### config.mk
export PLATFORM = sky130hd
export DESIGN_NAME = beacon_tx_sched
export DESIGN_NICKNAME = d
export VERILOG_FILES = /design/src/rtl/beacon_tx_sched.sv
export SDC_FILE = /design/constraint.sdc
export NUM_CORES = 1
export LEC_CHECK = 0
export ABC_AREA = 1
export BUFFER_PORTS_ARGS = -buffer_cell sky130_fd_sc_hd__buf_4
export CAP_MARGIN = 20
export CORE_ASPECT_RATIO = 1.2
export CORE_MARGIN = 4
export CORE_UTILIZATION = 30
export DETAILED_ROUTE_END_ITERATION = 10
export PLACE_DENSITY = 0.55
export SYNTH_ARGS = -nofsm -noshare
export SYNTH_HDL_FRONTEND = slang
export SYNTH_SLANG_ARGS = --single-unit
### constraint.sdc
create_clock -name clk -period 2.2 [get_ports clk]
set_input_delay 0.11 -clock clk [delete_from_list [all_inputs] [get_ports clk]]
set_output_delay 0.11 -clock clk [all_outputs]
set_load 0.02 [all_outputs]
### src/rtl/beacon_tx_sched.sv
// Round-robin scheduler sharing one Manchester serial pin between NREQ requesters.
// Optional heartbeat frames on an idle line when BEACON_HEARTBEAT_EN is defined.
//   state | meaning
//   IDLE  | line low, waiting for a request (or heartbeat slot)
//   SEND  | serialising the 15-bit frame, two half-bits per bit
//   GAP   | line low, busy held for GAP_CYC cycles
module beacon_tx_sched #(
  parameter int NREQ     = 4,
  parameter int HALF_CYC = 1,
  parameter int GAP_CYC  = 4
) (
  input  logic              clk,
  input  logic              rst_n,
  input  logic [NREQ-1:0]   req,
  input  logic [8*NREQ-1:0] data,
  output logic [NREQ-1:0]   ack,
  output logic              signal,
  output logic              busy
);

  typedef enum logic [1:0] {IDLE, SEND, GAP} state_t;

  localparam logic [15:0] HALF_LOAD = 16'(HALF_CYC - 1);
  localparam logic [15:0] GAP_LOAD  = 16'((GAP_CYC > 0) ? GAP_CYC - 1 : 0);
  localparam logic [2:0]  NREQ_L    = 3'(NREQ);

  state_t          state_q, state_d;
  logic [14:0]     shift_q, shift_d;
  logic [3:0]      bit_q, bit_d;
  logic            half_q, half_d;
  logic            last_q, last_d;
  logic [15:0]     tmr_q, tmr_d;
  logic [15:0]     gap_q, gap_d;
  logic [2:0]      ptr_q, ptr_d;
  logic [NREQ-1:0] ack_q, ack_d;
  logic            sig_q, sig_d;
  logic            busy_q, busy_d;

  logic [7:0]      req_pad;
  logic [63:0]     data_pad;
  logic            gnt_vld;
  logic [2:0]      gnt_idx;
  logic [3:0]      cand;
  logic            idle_edge;

`ifdef BEACON_HEARTBEAT_EN
  logic [7:0]      hb_cnt_q, hb_cnt_d;
  logic            hb_frame_q, hb_frame_d;
`endif

  assign req_pad  = 8'(req);
  assign data_pad = 64'(data);

  // Scan downwards so the lowest offset from the pointer wins.
  always_comb begin
    gnt_vld = 1'b0;
    gnt_idx = '0;
    cand    = '0;
    for (int i = NREQ - 1; i >= 0; i--) begin
      cand = {1'b0, ptr_q} + 4'(i);
      if (cand >= 4'(NREQ)) cand = cand - 4'(NREQ);
      if (req_pad[cand[2:0]]) begin
        gnt_vld = 1'b1;
        gnt_idx = cand[2:0];
      end
    end
  end

  always_comb begin
    state_d   = state_q;
    shift_d   = shift_q;
    bit_d     = bit_q;
    half_d    = half_q;
    last_d    = last_q;
    tmr_d     = tmr_q;
    gap_d     = gap_q;
    ptr_d     = ptr_q;
    ack_d     = '0;
    sig_d     = sig_q;
    busy_d    = busy_q;
    idle_edge = 1'b0;
`ifdef BEACON_HEARTBEAT_EN
    hb_cnt_d   = hb_cnt_q;
    hb_frame_d = hb_frame_q;
`endif

    case (state_q)
      IDLE: idle_edge = 1'b1;
      SEND: begin
        if (tmr_q != '0) begin
          tmr_d = tmr_q - 16'd1;
        end else if (last_q) begin
          sig_d = 1'b0;
`ifdef BEACON_HEARTBEAT_EN
          if (hb_frame_q) hb_cnt_d = hb_cnt_q + 8'd1;
`endif
          if (GAP_CYC > 0) begin
            state_d = GAP;
            gap_d   = GAP_LOAD;
          end else begin
            idle_edge = 1'b1;
          end
        end else begin
          sig_d  = shift_q[14] ^ half_q;
          tmr_d  = HALF_LOAD;
          half_d = ~half_q;
          if (half_q) begin
            shift_d = {shift_q[13:0], 1'b0};
            if (bit_q == '0) last_d = 1'b1;
            else             bit_d  = bit_q - 4'd1;
          end
        end
      end
      GAP: begin
        if (gap_q != '0) gap_d = gap_q - 16'd1;
        else             idle_edge = 1'b1;
      end
      default: state_d = IDLE;
    endcase

    // End of a frame or gap acts as the IDLE decision edge so back-to-back
    // frames keep the 30*HALF_CYC+GAP_CYC+1 period.
    if (idle_edge) begin
      state_d = IDLE;
      busy_d  = 1'b0;
      sig_d   = 1'b0;
      if (gnt_vld) begin
        state_d = SEND;
        busy_d  = 1'b1;
        shift_d = {4'b1010, gnt_idx, data_pad[{gnt_idx, 3'b000} +: 8]};
        bit_d   = 4'd14;
        half_d  = 1'b0;
        last_d  = 1'b0;
        tmr_d   = '0;
        ack_d   = NREQ'(8'b1 << gnt_idx);
        ptr_d   = (gnt_idx == NREQ_L - 3'd1) ? 3'd0 : gnt_idx + 3'd1;
`ifdef BEACON_HEARTBEAT_EN
        hb_frame_d = 1'b0;
      end else begin
        state_d    = SEND;
        busy_d     = 1'b1;
        shift_d    = {4'b1010, 3'b111, hb_cnt_d};
        bit_d      = 4'd14;
        half_d     = 1'b0;
        last_d     = 1'b0;
        tmr_d      = '0;
        hb_frame_d = 1'b1;
`endif
      end
    end
  end

  always_ff @(posedge clk or negedge rst_n) begin
    if (!rst_n) begin
      state_q <= IDLE;
      shift_q <= '0;
      bit_q   <= '0;
      half_q  <= 1'b0;
      last_q  <= 1'b0;
      tmr_q   <= '0;
      gap_q   <= '0;
      ptr_q   <= '0;
      ack_q   <= '0;
      sig_q   <= 1'b0;
      busy_q  <= 1'b0;
    end else begin
      state_q <= state_d;
      shift_q <= shift_d;
      bit_q   <= bit_d;
      half_q  <= half_d;
      last_q  <= last_d;
      tmr_q   <= tmr_d;
      gap_q   <= gap_d;
      ptr_q   <= ptr_d;
      ack_q   <= ack_d;
      sig_q   <= sig_d;
      busy_q  <= busy_d;
    end
  end

`ifdef BEACON_HEARTBEAT_EN
  always_ff @(posedge clk or negedge rst_n) begin
    if (!rst_n) begin
      hb_cnt_q   <= '0;
      hb_frame_q <= 1'b0;
    end else begin
      hb_cnt_q   <= hb_cnt_d;
      hb_frame_q <= hb_frame_d;
    end
  end
`endif

  assign ack    = ack_q;
  assign signal = sig_q;
  assign busy   = busy_q;

endmodule

==> Yosys cells after proc, flatten, opt, wreduce, memory -nomap -nowiden <==
Index checks and enable logic that the tools add are counted.
{ "op_classes": {"reduce_logical": 11, "shift": 2, "n_bitwise": 2, "addsub": 11, "eq_ne": 10, "n_mux": 69, "div_mod_pow": 0, "order_cmp": 8, "mul": 0} }
{ "ops": {"columns": ["cell", "n"], "rows": [
  ["16-bit 2-to-1 mux", 8],
  ["15-bit 2-to-1 mux", 6],
  ["64-bit by 7-bit variable part select with 8-bit output", 1],
  ["4-bit 2-to-1 mux", 9],
  ["16-bit one-hot mux with 2 select lines", 1],
  ["16-bit nonzero test", 2],
  ["16-bit by 1-bit subtractor with 16-bit output, second input constant", 2],
  ["1-bit 2-to-1 mux", 27],
  ["3-bit 2-to-1 mux", 9],
  ["3-bit by 4-bit less-than comparator with 1-bit output, second input constant", 4],
  ["1-bit binary-select mux with 3-bit select", 4],
  ["4-bit by 3-bit greater-or-equal comparator with 1-bit output, second input constant", 3],
  ["3-bit subtractor, second input constant", 4],
  ["3-bit by 2-bit adder with 4-bit output, second input constant", 2],
  ["2-bit inequality test, second input constant", 4],
  ["2-bit 2-to-1 mux", 3],
  ["3-bit inequality test, second input constant", 2],
  ["3-bit by 1-bit adder with 4-bit output, second input constant", 1],
  ["4-bit logical NOT", 1],
  ["2-bit one-hot mux with 2 select lines", 1],
  ["2-bit AND reduction", 2],
  ["4-bit AND reduction", 1],
  ["2-bit nonzero test", 2],
  ["1-bit by 3-bit << shifter with 4-bit output, first input constant", 1],
  ["13 further kinds", 13]
]} }
{ "word_totals": {"rom_bits": 0, "ram_bits": 0, "mem_count": 0, "word_cells": 124, "inputBits": 38, "out_inout_bits": 6, "regBits": 64, "latchBits": 0} }

==> Longest topological paths before layout <==
Gate-level depths: netlist of the first run.
{ "depth": {"ltp_word": 12, "mapped_depth": 17, "depth_no_buf": 15} }

==> Worst setup path after synthesis of the first run <==
OpenSTA, ideal clock, no wires.
{ "synth_path": {"kind": "reg2reg", "start": "register ptr_q[0]", "end": "register ptr_q[1]", "path_stages_with_launch": 14, "required_ns": 2.074, "setup_ns": 0.126, "arrival_ns": 1.963, "period_less_slack_ns": 2.089, "path_buffers": 1, "setup_slack_ns": 0.111, "path_cell_list": "dfrtp_1 -> buf_4 -> inv_4 -> ha_1 -> inv_1 -> nand3_1 -> nand3_1 -> inv_1 -> nand3_1 -> nand2_1 -> nor2_4 -> ha_1 -> nand3_1 -> o21ai_1"} }
{ "synth_between": {"elab_chain_len": 11, "word_cells_on_any_way": 35, "cone_classes": "8 x add/sub; 4 x order compare; 1 x eq/ne; 21 x mux; 1 x reduce/logical"} }
{ "synth_rtl": {"columns": ["element", "line_no", "source"], "rows": [
  ["start, declared", "34", "logic [2:0] ptr_q, ptr_d;"],
  ["start signal, assigned", "174", "ptr_q <= ptr_d;"],
  ["3-bit by 2-bit adder with 4-bit output", "60", "cand = {1'b0, ptr_q} + 4'(i);"],
  ["4-bit by 3-bit greater-or-equal comparator with 1-bit output or 3-bit subtractor (tied branches)", "61", "if (cand >= 4'(NREQ)) cand = cand - 4'(NREQ);"],
  ["3-bit 2-to-1 mux", "61", null],
  ["1-bit binary-select mux with 3-bit select", "62", "if (req_pad[cand[2:0]]) begin"],
  ["1-bit 2-to-1 mux (implied by the code)", "62", null],
  ["3-bit 2-to-1 mux (4 in series)", "62", null],
  ["3-bit by 1-bit adder with 3-bit output or 3-bit by 2-bit == test with 1-bit output (tied branches)", "136", "ptr_d = (gnt_idx == NREQ_L - 3'd1) ? 3'd0 : gnt_idx + 3'd1;"],
  ["3-bit 2-to-1 mux", "136", null]
]} }
Parallel ways exist; a longest one is shown, timed or not. The select of a mux whose other input is x is not followed.
A chain may end at the register's enable or synchronous reset.

==> Final worst setup path of the first run <==
{ "layout_path": {"start": "register ptr_q[1]", "end": "register ack_q[0], in the netlist ack[0]"} }
{ "layout_between": {"elab_chain_len": 12, "word_cells_on_any_way": 34, "cone_classes": "7 x add/sub; 4 x order compare; 1 x shift; 22 x mux"} }
{ "layout_rtl": {"columns": ["element", "line_no", "source"], "rows": [
  ["3-bit by 2-bit adder with 4-bit output", "60", null],
  ["4-bit by 3-bit greater-or-equal comparator with 1-bit output or 3-bit subtractor (tied branches)", "61", null],
  ["3-bit 2-to-1 mux", "61", null],
  ["1-bit binary-select mux with 3-bit select", "62", null],
  ["1-bit 2-to-1 mux (implied by the code)", "62", null],
  ["3-bit 2-to-1 mux (4 in series)", "62", null],
  ["1-bit by 3-bit << shifter with 4-bit output", "135", "ack_d = NREQ'(8'b1 << gnt_idx);"],
  ["4-bit 2-to-1 mux *", "127", "if (gnt_vld) begin"],
  ["4-bit 2-to-1 mux *", "123", "if (idle_edge) begin"],
  ["via ack_d[0]", "35", "logic [NREQ-1:0] ack_q, ack_d;"],
  ["end signal, assigned", "175", "ack_q <= ack_d;"],
  ["end, declared", "35", null]
]} }
Mark *: on every way through the listed nets, which the timed path passes. The rest lies on a longest branch. The select of a mux whose other input is x is not followed.

==> results of run 1 <==
## state kept, by name, indices dropped and copies added (netlist names)
signal	flops
ack	4
bit_q	4
busy	1
gap_q	16
half_q	1
last_q	1
ptr_q	3
shift_q	15
signal	1
state_q	2
tmr_q	16
## per-layer routing
layer | track usage (%) | vias to the layer above
li1 | - | 1989
met1 | 15.9 | 1732
met2 | 22.4 | 75
met3 | 2.46 | 14
met4 | 5.16 | 0
met5 | 0 | -
## area by class of cell
class                           count  area [sq um]
Clock buffer                       11           253
Clock inverter                      5          55.1
Fill cell                        1489          8550
Inverter                          100           390
Multi-Input combinational cell    403          2130
Sequential cell                    64          1600
Tap cell                          171           214
Timing Repair Buffer               72           574
## Yosys cell counts, types with 2 or more instances
cell      instances  area (sq um)
nand2_4           3          33.8
nand3_2           6          60.1
dfrtp_1          64          1600
nor4_1            4          25.0
buf_4             4          30.0
o21ai_0          27           135
inv_1            85           319
o211a_1           2          20.0
nor3_1           14          70.1
nor2_4            7          78.8
a31oi_1           6          37.5
buf_6             7          78.8
o31ai_1          11          82.6
nand2_2           2          12.5
nand3b_1          2          15.0
nand4_1           2          12.5
inv_2             9          33.8
nand3_1          57           285
xnor2_1           7          61.3
nor2_1           76           285
xor2_1            4          35.0
ha_1             10           125
nor2_2            4          25.0
inv_4             2          12.5
o211ai_1          2          15.0
clkinv_1          3          11.3
buf_2             2          10.0
o21ai_1           7          35.0
a21oi_1          19          95.1
nand2_1         123           462
## kinds of logic after synthesis
group	count (synthesis)	synth area share (%)
compound gates	77	10.6
xor+xnor	11	2.30
fa+ha+maj	10	2.98
buf+inv	114	12.1
flops	64	38.2
simple gates	304	33.9
## path summary, 6_finish.rpt
kind / from / to / slack [ps]
setup / recovery: ptr_q[1]$_DFFE_PN0P_ / ack[0]$_DFF_PN0_ / 150
hold / removal: data[16] / shift_q[0]$_DFF_PN0_ / 50
setup reg to reg: ptr_q[1]$_DFFE_PN0P_ / ack[0]$_DFF_PN0_ / 150
hold reg to reg: tmr_q[9]$_DFF_PN0_ / tmr_q[9]$_DFF_PN0_ / 520
max in group asynchronous: rst_n / ack[1]$_DFF_PN0_ / 1230
min in group asynchronous: rst_n / tmr_q[12]$_DFF_PN0_ / 450
## metrics by stage
| stage | TNS, ps | worst slack (ps) | power (mW) |
|---|---|---|---|
| after CTS | 0 | 18.1 | 2.83 |
| after global placement | 0 | 59.3 | 1.35 |
| after global routing | -160 | -46.7 | 2.90 |
| after floorplan | 0 | 111 | 1.26 |
| after detailed placement | 0 | 49.0 | 1.35 |
| final | 0 | 154 | 2.78 |
## power by group through the flow
| stage | clock network (mW) | logic, mW | registers, mW |
|---|---|---|---|
| floorplan | 0 | 0.0609 | 1.20 |
| global placement | 0 | 0.150 | 1.20 |
| detailed placement | 0 | 0.151 | 1.20 |
| CTS | 1.50 | 0.153 | 1.18 |
| global route | 1.55 | 0.180 | 1.18 |
| finish | 1.45 | 0.158 | 1.18 |
## what timing repair did
action                                 in CTS  in global routing
gates resized for setup                     0                 18
hold buffers                                1                  0
buffers inserted                            0                 11
endpoints found under the hold margin      64                  0
setup endpoints to repair                   0                 25
## critical path: stages, from the launching register on
cell     delay (ps)
dfrtp_1         380
inv_1            80
ha_1            310
inv_2           100
nand3_1          80
nand2_1          90
nor2_2           50
nand2_1          70
nand2_1          70
nand2_2         120
nand2_4         110
inv_2           180
ha_1            180
inv_1            40
nor2_1          110
==> run metrics, run 1 <==
commonest cells after routing, fill and taps aside nand2_1, inv_1, nor2_1; DRT met1 WL 4490 um; final setup vio count 0; via count 3810; ANT nets after route 0; Crit Path Category reg -> reg; Top Ports 44; most common cell after layout, fill and taps aside nand2_1; Inserted Clock Buffers 9; FF-to-FF path depth 14; FF+latch count, synth 64; cell-internal power approximately 2.2 mW; die boundary width 116 um; CP Launch Type register; Cells after Synth 580; antenna violations before repair 0; sequential share of the synthesized area 38.2%; placed instance area around 4800 sq um; Reg clk slew, reported paths 60 ps; Sw Ratio 21.4%; final design utilization 37.9%; Syn Area/Cell 7.24 sq um; Synth Cell Area 4200 sq um; Hold Path Stages 3; core area 13800 sq um; gr usage total 13.0%; largest net degree at the start of global routing 65; first-pass GRT wire length 16800 um; ys flop type dfrtp_1; fin area 5210 sq um; IO Port Bufs 43; Final GP Congestion ~0.82; Worst VDD drop 0.296 mV; P_sw 0.596 mW; critical path arrival about 2300 ps; worst skew pair latency 320 ps; Yosys cell types 39; period utilization 93.0%; clk_skew around 6.2 ps; HP Class in -> reg; Area Growth Syn to Fin 24.2%; leakage just under 3 nW; CP endpoint kind register; H-Tree Depth 3; Routed WL per cell approximately 12 um; DP HPWL 7360 um; Rows 47; grt ovf 0; Logic pwr share 5.7%; CP required 2450 ps; status finished, final reports clean; Met3 Wirelength 292 um; met2 wire length 5040 um; Post-Place Cells approximately 800; Synth Net Count between 600 and 700; Antenna Cells 0; share of post-route cells with drive strength above 1 between 20% and 30%; final WL 10000 um; worst-path fanout max 10; root buf cell clkbuf_16; Cell Pwr Density 534 nW/um^2; clock sink total 64; EDFF count, synth 0; Peak Freq 489 MHz; post-layout min period 2050 ps; worst-margin pin slew 828 ps; full die area about 16000 sq um; Hold Fails Final Rpt 0; ys async rst share between 90% and 100%; DIE HEIGHT 138 um; Flop pwr share between 40 and 50%; clock share of power 52.0%; DRT Pass-1 Iters 5; Slew Limit Fails 0; drt initial violations 178; Max clock buf depth 2; slew margin rel. ~45%; clock tree from TritonCTS built; number of global-route vias before repair 3653; final std cells w/o fill 826; Final nets 698; Hold WS 47.1 ps; DR DRC count 0; max-cap violation count 0; drt via density 4.61; Starting Density 30.5%; Top Metal Used met4; YS warnings 0
No activity file was read; power rests on OpenSTA's default activity.
==> inputs of run 2 (changes only) <==
Settings changed: MAX_ROUTING_LAYER set to met4.
==> run 2 against run 1 <==
Against the previous run:
- worst hold slack got worse by 1.3 ps
- critical path depth unchanged
- sequential power hardly changed
- maximum frequency down 0.25%
- clock-buffer cell count is the same
- wire length up 0.25%
- critical endpoint is now shift_q[3]$_DFF_PN0_
- via count is 0.21% higher
- power is essentially flat
==> run metrics, run 2 (same netlist as run 1, synthesis figures left out) <==
antenna violations before repair 0; Worst VDD drop 0.298 mV; Final WS setup 148 ps; first-pass GRT wire length 16800 um; worst skew pair latency 330 ps; final WL around 10000 um; Routed WL per cell 12.1 um; CP required 2420 ps; ANT nets after route 0; Seq. cell area 1600 sq um; Worst Hold Launch data[16]; clock tree from TritonCTS built; Logic pwr share 5.7%; Peak Freq 487 MHz; pre-CTS WS 49.0 ps; Total Power around 2.8 mW; Flop pwr share a little over two fifths; Final GP Congestion approximately 0.83; Hold Fails Final Rpt 0; worst reg2reg path startpoint tmr_q[1]$_DFF_PN0_; Starting Density 30.5%; final std cells w/o fill 828; drt via density 4.61; DP HPWL 7360 um; leakage just under 3 nW; largest net degree at the start of global routing 65; cell-internal power 2.19 mW; core area 13800 sq um; drt initial violations 156; share of post-route cells with drive strength above 1 21.0%; DIE HEIGHT 138 um; Antenna Cells 0; post-layout min period 2050 ps; critical path launch point tmr_q[1]$_DFF_PN0_; Rows 47; grt ovf 0; period utilization 93.3%; worst-margin pin slew 824 ps; critical path arrival 2270 ps; Reg clk slew, reported paths about 60 ps; status finished, final reports clean; number of global-route vias before repair 3657; H-Tree Depth 3; full die area 16000 sq um; DR DRC count 0; CP Launch Type register; worst-path fanout max 9; most common cell after layout, fill and taps aside nand2_1; multi-input logic area 2130 sq um; IO Port Bufs 43; Cell Pwr Density 531 nW/um^2; slew margin rel. 45.1%; Crit Path Category reg -> reg; CP endpoint kind register; commonest cells after routing, fill and taps aside nand2_1, inv_1, nor2_1; Post-Place Cells 797; HP Class in -> reg; Slew Limit Fails 0; gr usage total 13.4%; P_sw 0.594 mW; top flop regs gap_q (16), tmr_q (16), shift_q (15); final setup vio count 0; DRT Pass-1 Iters 4; Inserted Clock Buffers 9; root buf cell clkbuf_16; # fillers 1483; clock share of power 52.0%; clk_skew 5.85 ps; Sw Ratio 21.4%; clock sink total 64; die boundary width 116 um; Top Ports 44; Hold WS 45.7 ps; via count 3818; Max clock buf depth 2; Final nets 700; Area Growth Syn to Fin 24.8%; max-cap violation count 0
run 2: final timing paths:
path / endpoint / cells past startpoint / slack (ps)
setup / recovery: shift_q[3]$_DFF_PN0_ / 14 / 150
hold / removal: shift_q[0]$_DFF_PN0_ / 3 / 50
setup reg to reg: shift_q[3]$_DFF_PN0_ / 14 / 150
hold reg to reg: tmr_q[10]$_DFF_PN0_ / 1 / 510
max in group asynchronous: ptr_q[1]$_DFFE_PN0P_ / 2 / 1230
min in group asynchronous: tmr_q[12]$_DFF_PN0_ / 2 / 440
run 2: metrics by stage:
| step | setup TNS (ps) | utilization (%) | instance area (sq um) |
|---|---|---|---|
| global placement | 0 | 34.5 | 4750 |
| detailed placement | 0 | 34.5 | 4750 |
| finish | 0 | 38.1 | 5240 |
| global route | -180 | 38.1 | 5240 |
| CTS | 0 | 36.8 | 5070 |
| floorplan | 0 | - | 4200 |
run 2: critical path, stage by stage (launching register included):
cell	delay (ps)
dfrtp_1	410
inv_2	80
ha_4	150
nand3_4	90
nor2_4	140
nand2_4	70
nor2_4	150
nand2_4	120
nor2_8	150
nand3_4	120
buf_6	170
o21ai_1	120
inv_1	50
nand2_1	60
inv_1	40
run 2: area by class of cell:
cell class,instances,area share [%]
Clock buffer,11,4.83
Clock inverter,5,1.05
Multi-Input combinational cell,403,40.7
Sequential cell,64,30.6
Tap cell,171,4.09
Inverter,100,7.46
Timing Repair Buffer,74,11.3
run 2: per-layer routing:
layer	routed length, um	share of wire, %	track usage, %
met1	4500	45	15.9
met2	5040	50	22.4
met3	300	3.0	2.55
met4	183	1.8	5.22
met5	0	0	-
run 2: repair_timing:
item / CTS / global route
resized for setup: 0 / 19
buffers inserted: 0 / 13
hold buffers: 1 / 0
endpoints found under the hold margin: 64 / 0
setup endpoints to repair: 0 / 25
run 2: power groups by stage:
stage          clock [mW]  combinational (mW)  sequential [mW]
6_report             1.45               0.157             1.18
5_1_grt              1.55               0.180             1.18
4_1_cts              1.50               0.153             1.18
3_5_place_dp            0               0.151             1.20
3_3_place_gp            0               0.150             1.20
2_1_floorplan           0              0.0609             1.20
